===== src/rtl/rs_pkg.sv =====
// Shared constants for the RS(15,11) encoder over GF(16).
// Covers the field polynomial, the generator coefficients, the state
// encoding and a constant-multiply helper.
package rs_pkg;

  localparam int N     = 15;
  localparam int K     = 11;
  localparam int SYM_W = 4;

  // x^4 + x + 1
  localparam logic [4:0] PRIM_POLY = 5'h13;

  // g(x) = x^4 + G3 x^3 + G2 x^2 + G1 x + G0, roots alpha^1..alpha^4
  localparam logic [SYM_W-1:0] G3 = 4'hD;
  localparam logic [SYM_W-1:0] G2 = 4'hC;
  localparam logic [SYM_W-1:0] G1 = 4'h8;
  localparam logic [SYM_W-1:0] G0 = 4'h7;

  typedef enum logic {
    ST_MSG = 1'b0,
    ST_PAR = 1'b1
  } state_t;

  // Shift-and-add multiply with reduction by the primitive polynomial.
  function automatic logic [SYM_W-1:0] gf16_mul(input logic [SYM_W-1:0] a,
                                                input logic [SYM_W-1:0] b);
    logic [SYM_W-1:0] acc;
    logic [SYM_W-1:0] x;
    acc = '0;
    x   = a;
    for (int i = 0; i < SYM_W; i++) begin
      if (b[i]) acc = acc ^ x;
      x = x[SYM_W-1] ? ({x[SYM_W-2:0], 1'b0} ^ PRIM_POLY[SYM_W-1:0])
                     : {x[SYM_W-2:0], 1'b0};
    end
    return acc;
  endfunction

endpackage


===== src/rtl/rs_15_11_encoder_gf16_const_mult.sv =====
// Combinational GF(16) multiply by a fixed coefficient (one per LFSR tap).
module gf16_const_mult
  import rs_pkg::*;
#(
  parameter logic [SYM_W-1:0] COEF = 4'h1
) (
  input  logic [SYM_W-1:0] a_i,
  output logic [SYM_W-1:0] p_o
);

  assign p_o = gf16_mul(a_i, COEF);

endmodule


===== src/rtl/rs_15_11_encoder.sv =====
// Systematic RS(15,11) encoder with a one-deep valid/ready output register.
// Eleven message symbols pass straight through while the parity LFSR
// accumulates. The four parity symbols are then shifted out.
// Optional build macro RS_ENC_ERR_INJECT_EN adds INJ_EN/INJ_POS/INJ_VAL.
// These XOR a chosen value into one output symbol per codeword; the LFSR
// still sees clean data.
//
// state  | meaning
// ST_MSG | accepting message symbols 0..10, updating the parity LFSR
// ST_PAR | DIN blocked, shifting parity symbols 11..14 out of the LFSR
module rs_15_11_encoder
  import rs_pkg::*;
(
  input  logic             CLK,
  input  logic             RST,
  input  logic [SYM_W-1:0] DIN,
  input  logic             DIN_VALID,
  output logic             DIN_READY,
  output logic [SYM_W-1:0] DOUT,
  output logic             DOUT_VALID,
  input  logic             DOUT_READY,
  output logic             DOUT_FIRST,
  output logic             DOUT_LAST
`ifdef RS_ENC_ERR_INJECT_EN
  ,
  input  logic             INJ_EN,
  input  logic [SYM_W-1:0] INJ_POS,
  input  logic [SYM_W-1:0] INJ_VAL
`endif
);

  localparam logic [SYM_W-1:0] CNT_LAST_MSG = SYM_W'(K - 1);
  localparam logic [SYM_W-1:0] CNT_LAST_SYM = SYM_W'(N - 1);

  state_t           state_q, state_d;
  logic [SYM_W-1:0] cnt_q, cnt_d;
  logic [SYM_W-1:0] p0_q, p1_q, p2_q, p3_q;
  logic [SYM_W-1:0] p0_d, p1_d, p2_d, p3_d;
  logic [SYM_W-1:0] dout_q, dout_d;
  logic             dout_valid_q, dout_valid_d;
  logic             first_q, first_d;
  logic             last_q, last_d;

  logic             slot_free;
  logic             accept;
  logic             load;
  logic [SYM_W-1:0] fb;
  logic [SYM_W-1:0] m0, m1, m2, m3;
  logic [SYM_W-1:0] inj_mask;

  assign slot_free = !dout_valid_q || DOUT_READY;
  assign DIN_READY = (state_q == ST_MSG) && slot_free;
  assign accept    = DIN_VALID && DIN_READY;
  assign load      = accept || ((state_q == ST_PAR) && slot_free);
  assign fb        = DIN ^ p3_q;

  gf16_const_mult #(.COEF(G0)) u_mul_g0 (.a_i(fb), .p_o(m0));
  gf16_const_mult #(.COEF(G1)) u_mul_g1 (.a_i(fb), .p_o(m1));
  gf16_const_mult #(.COEF(G2)) u_mul_g2 (.a_i(fb), .p_o(m2));
  gf16_const_mult #(.COEF(G3)) u_mul_g3 (.a_i(fb), .p_o(m3));

`ifdef RS_ENC_ERR_INJECT_EN
  logic             inj_en_q;
  logic [SYM_W-1:0] inj_pos_q, inj_val_q;
  logic             inj_en_eff;
  logic [SYM_W-1:0] inj_pos_eff, inj_val_eff;

  // Symbol 0 uses the live inputs; later symbols use the values captured then.
  assign inj_en_eff  = (cnt_q == '0) ? INJ_EN  : inj_en_q;
  assign inj_pos_eff = (cnt_q == '0) ? INJ_POS : inj_pos_q;
  assign inj_val_eff = (cnt_q == '0) ? INJ_VAL : inj_val_q;
  assign inj_mask    = (inj_en_eff && (inj_pos_eff == cnt_q)) ? inj_val_eff : '0;

  // Capture the injection settings once per codeword, on the symbol 0 load.
  always_ff @(posedge CLK or posedge RST) begin
    if (RST) begin
      inj_en_q  <= 1'b0;
      inj_pos_q <= '0;
      inj_val_q <= '0;
    end else if (load && (cnt_q == '0)) begin
      inj_en_q  <= INJ_EN;
      inj_pos_q <= INJ_POS;
      inj_val_q <= INJ_VAL;
    end
  end
`else
  assign inj_mask = '0;
`endif

  // Next-state: load a message or parity symbol, otherwise drain the slot.
  always_comb begin
    state_d      = state_q;
    cnt_d        = cnt_q;
    p0_d         = p0_q;
    p1_d         = p1_q;
    p2_d         = p2_q;
    p3_d         = p3_q;
    dout_d       = dout_q;
    dout_valid_d = dout_valid_q;
    first_d      = first_q;
    last_d       = last_q;

    if (load) begin
      dout_valid_d = 1'b1;
      cnt_d        = cnt_q + 1'b1;
      if (state_q == ST_MSG) begin
        dout_d  = DIN ^ inj_mask;
        first_d = (cnt_q == '0);
        last_d  = 1'b0;
        p3_d    = p2_q ^ m3;
        p2_d    = p1_q ^ m2;
        p1_d    = p0_q ^ m1;
        p0_d    = m0;
        if (cnt_q == CNT_LAST_MSG) state_d = ST_PAR;
      end else begin
        dout_d  = p3_q ^ inj_mask;
        first_d = 1'b0;
        last_d  = (cnt_q == CNT_LAST_SYM);
        p3_d    = p2_q;
        p2_d    = p1_q;
        p1_d    = p0_q;
        p0_d    = '0;
        // The shift already empties the LFSR on the last parity symbol.
        if (cnt_q == CNT_LAST_SYM) begin
          state_d = ST_MSG;
          cnt_d   = '0;
        end
      end
    end else if (dout_valid_q && DOUT_READY) begin
      dout_valid_d = 1'b0;
      first_d      = 1'b0;
      last_d       = 1'b0;
    end
  end

  // State, counter, LFSR and output register.
  always_ff @(posedge CLK or posedge RST) begin
    if (RST) begin
      state_q      <= ST_MSG;
      cnt_q        <= '0;
      p0_q         <= '0;
      p1_q         <= '0;
      p2_q         <= '0;
      p3_q         <= '0;
      dout_q       <= '0;
      dout_valid_q <= 1'b0;
      first_q      <= 1'b0;
      last_q       <= 1'b0;
    end else begin
      state_q      <= state_d;
      cnt_q        <= cnt_d;
      p0_q         <= p0_d;
      p1_q         <= p1_d;
      p2_q         <= p2_d;
      p3_q         <= p3_d;
      dout_q       <= dout_d;
      dout_valid_q <= dout_valid_d;
      first_q      <= first_d;
      last_q       <= last_d;
    end
  end

  assign DOUT       = dout_q;
  assign DOUT_VALID = dout_valid_q;
  assign DOUT_FIRST = first_q;
  assign DOUT_LAST  = last_q;

endmodule


===== config.mk =====
export PLATFORM = sky130hd
export DESIGN_NAME = rs_15_11_encoder
export DESIGN_NICKNAME = d
export VERILOG_FILES = /design/src/rtl/rs_pkg.sv /design/src/rtl/rs_15_11_encoder_gf16_const_mult.sv /design/src/rtl/rs_15_11_encoder.sv
export SDC_FILE = /design/constraint.sdc
export NUM_CORES = 1
export LEC_CHECK = 0
export ABC_AREA = 1
export CAP_MARGIN = 30
export CORE_MARGIN = 2
export CORE_UTILIZATION = 39
export DETAILED_ROUTE_END_ITERATION = 8
export PLACE_DENSITY = 0.68
export SLEW_MARGIN = 15
export SYNTH_ARGS = -nofsm -noshare
export SYNTH_HDL_FRONTEND = slang
export SYNTH_SLANG_ARGS = --single-unit

===== constraint.sdc =====
create_clock -name CLK -period 1.65 [get_ports CLK]
set_clock_uncertainty 0.2 [all_clocks]
set_input_delay 0.2475 -clock CLK [delete_from_list [all_inputs] [get_ports CLK]]
set_output_delay 0.2475 -clock CLK [all_outputs]
set_load 0.02 [all_outputs]

==> reports/metrics.cfg <==
[routing]
ant_nets = 0
drt_pass1_iterations = 4
drc = 0
wl_mm = 3.43
viasPerCell = 4.73
vias = 1433
drt_iter0_markers = 89
wire_per_inst_um = 11.3

[setup_path]
cpLargestDelayFamily = buffers and inverters
end_kind = output pin
path_cells = buf_4 > dlygate4sd2_1
crit_slowest_cell = dfrtp_1
worst-endpoint-arrival_ns = 1.12
cpPeakStageDelay_ns = 0.40
cp.buffers_inverters = 2
worstPathRequired_ns = 1.20
worst-setup-path-type = flop to output pin
start_kind = flop
crit_fanout = 2

[sta]
slew_headroom_pct = 75.8
maxSlewViolCount = 0
worstMarginPinSlew_ns = 0.363
fin_crit_sh_pct = 95.0
rsz0062_at_grt = no
fin_crit_ns = 1.57
setup_viol = 0
hold_violations = 0
fmax_ghz = 0.638

[floorplanning]
chipHeight_um = 69.7
dieArea_sq_um = 4860
pin_count = 16
die_w_um = 69.7
fp.coreArea_sq_um = 4090
initial_utilization_pct = 41.2
rows = 23

[pwr]
p_per_area_nw_per_um2 = 1840
leakage_nw = 1.06
total_power_mw = 3.72
irDropWorstVdd_mv = 0.804

[global_route]
grt_pass1_wl_mm = 6.11
grtUsageTotal_pct = 15.5
gr-total-overflow = 0
antenna_found_initial = 0
grt_pass1_vias = 1376
grt_max_degree = 29

[logic_synthesis]
synth.top_cell.area_share_pct = 41.6
synth_nets = 234
ys_types = 26
synth_ff_type = dfrtp_1
synth-edff-count = 0
syn_area_per_cell_sq_um = 7.56
synth_area_leaders = dfrtp_1 (42%), nand2_1 (16%), nand3_1 (6.5%)
synth_common_cells = nand2_1 (72), dfrtp_1 (28), nand3_1 (22)
yosys.area.top_type = dfrtp_1
yosysWarningCount = 0
syn-instance-count = 223
synth-async-reset-ratio_pct = 100
yosysSeqAreaShare_pct = 41.6
synth-seq-cells = 28
synth_most_common_cell = nand2_1
synthesis.area_sq_um = 1690

[flow_run]
max-cap-violations = 0

[place]
gp_congestion = 0.868
port_buffers = 15
placed_area_sq_um = 1980
hpwl_mm = 2.56

[clock_tree]
cts_sinks = 28
hold_buffers = 0
cts_tree = yes
worstSkewPairLatency_ns = 0.28
cts_buffers = 3
h-tree-depth = 1
cts-root-buf = clkbuf_8
clock_path_buffers = 2
clk_pin_slew_ns = 0.10

[finish]
antenna_cells = 0
multi_input_area_sq_um = 836
drive_gt1_share_pct = 20.2
area_growth_pct = 19.9
fill_cells = 409
final_net_count = 266
design_area_sq_um = 2020
final-seq-area_sq_um = 702

[min_path]
hold_class = input pin to flop

[outcome]
status = finished clean

[through the flow]
stage	setup WS, ns	setup TNS (ns)	hold WS, ns	util, %	cells
finish	0.0819	0	0.0932	49.4	303
global route	0.00654	0	0.123	49.4	303
CTS	0.0512	0	0.141	49.1	303
detailed placement	-0.341	-3.19	0.285	48.4	300
global placement	-0.300	-2.67	0.283	48.4	300
floorplan	0.149	0	0.113	-	223
[per-layer routing]
layer | vias up | GRT usage [%] | wire [um]
li1 | 768 | - | -
met1 | 645 | 20.0 | 1650
met2 | 16 | 26.3 | 1630
met3 | 4 | 3.63 | 110
met4 | 0 | 3.85 | 38
met5 | - | 0 | 0
[sequential cells by signal, indices dropped and copies added (netlist names)]
signal      cells
DOUT            4
DOUT_FIRST      1
DOUT_LAST       1
DOUT_VALID      1
cnt_q           4
p0_q            4
p1_q            4
p2_q            4
p3_q            4
state_q         1
[power by group]
| part | switching [mW] | internal (mW) |
|---|---|---|
| logic | 1.24 | 0.866 |
| clock network | 0.210 | 0.164 |
| registers | 0.237 | 1.00 |
| total | 1.69 | 2.03 |
[cell type report]
cell class	instances	share of cell area [%]
inverters	26	5.20
flip-flops and latches	28	34.7
clock buffers	3	2.04
multi-input cells	163	41.4
repair buffers	33	13.6
well taps	50	3.10
[cell families after synthesis]
group	Yosys count	synth area share [%]
AOI/OAI and AO/OA	26	9.43
xor gates and xnor gates	8	4.16
adders and majority gates	3	2.23
buffers and inverters	32	9.13
DFF	28	41.6
and+or+nand+nor	126	33.5
[worst reg2reg max path: stages, from the launching register on]
cell     delay [ns]
dfrtp_1        0.39
buf_4          0.20
o21ai_4        0.25
inv_2          0.07
buf_4          0.18
nand3_1        0.08
o21ai_1        0.06
[worst paths after layout]
| kind | from | end | slack, ns | cells after the start |
|---|---|---|---|---|
| worst max-delay path | DOUT_VALID | DOUT_VALID | 0.08 | 2 |
| worst min-delay path | DIN[2] | DOUT[2] | 0.09 | 3 |
| worst max register to register | state_q | p1_q[1] | 0.12 | 6 |
| worst min register to register | p2_q[1] | p2_q[1] | 0.30 | 2 |
| max in group asynchronous | RST | p3_q[1] | 0.84 | 3 |
| min in group asynchronous | RST | p2_q[2] | 0.12 | 3 |
[placed cells by master (no fill, tap or decap)]
cell type and n:
o21ai_4 1, a31oi_1 4, nand2_1 70, inv_2 6
o21ai_0 5, clkdlybuf4s50_1 6, o21ai_1 12, a31o_2 1
o21ai_2 1, nand3_1 22, nor2_1 11, dlymetal6s2s_1 1
nand2_2 15, dfrtp_2 1, buf_2 1, ha_1 3
xor2_1 8, inv_1 19, nand4_1 2, a21o_1 1
inv_8 1, dfrtp_1 27, o21bai_1 1, nor3_1 2
buf_4 18, clkbuf_8 3, dlygate4sd2_1 7, or2_1 1
nand3_2 1, nand2_4 2
[repair_timing]
item,4_1_cts,5_1_grt
pin swaps,0,1
endpoints found under the setup margin,8,4
buffers inserted,0,0
resized for setup,11,6
Power figures use the tool's default switching activity.
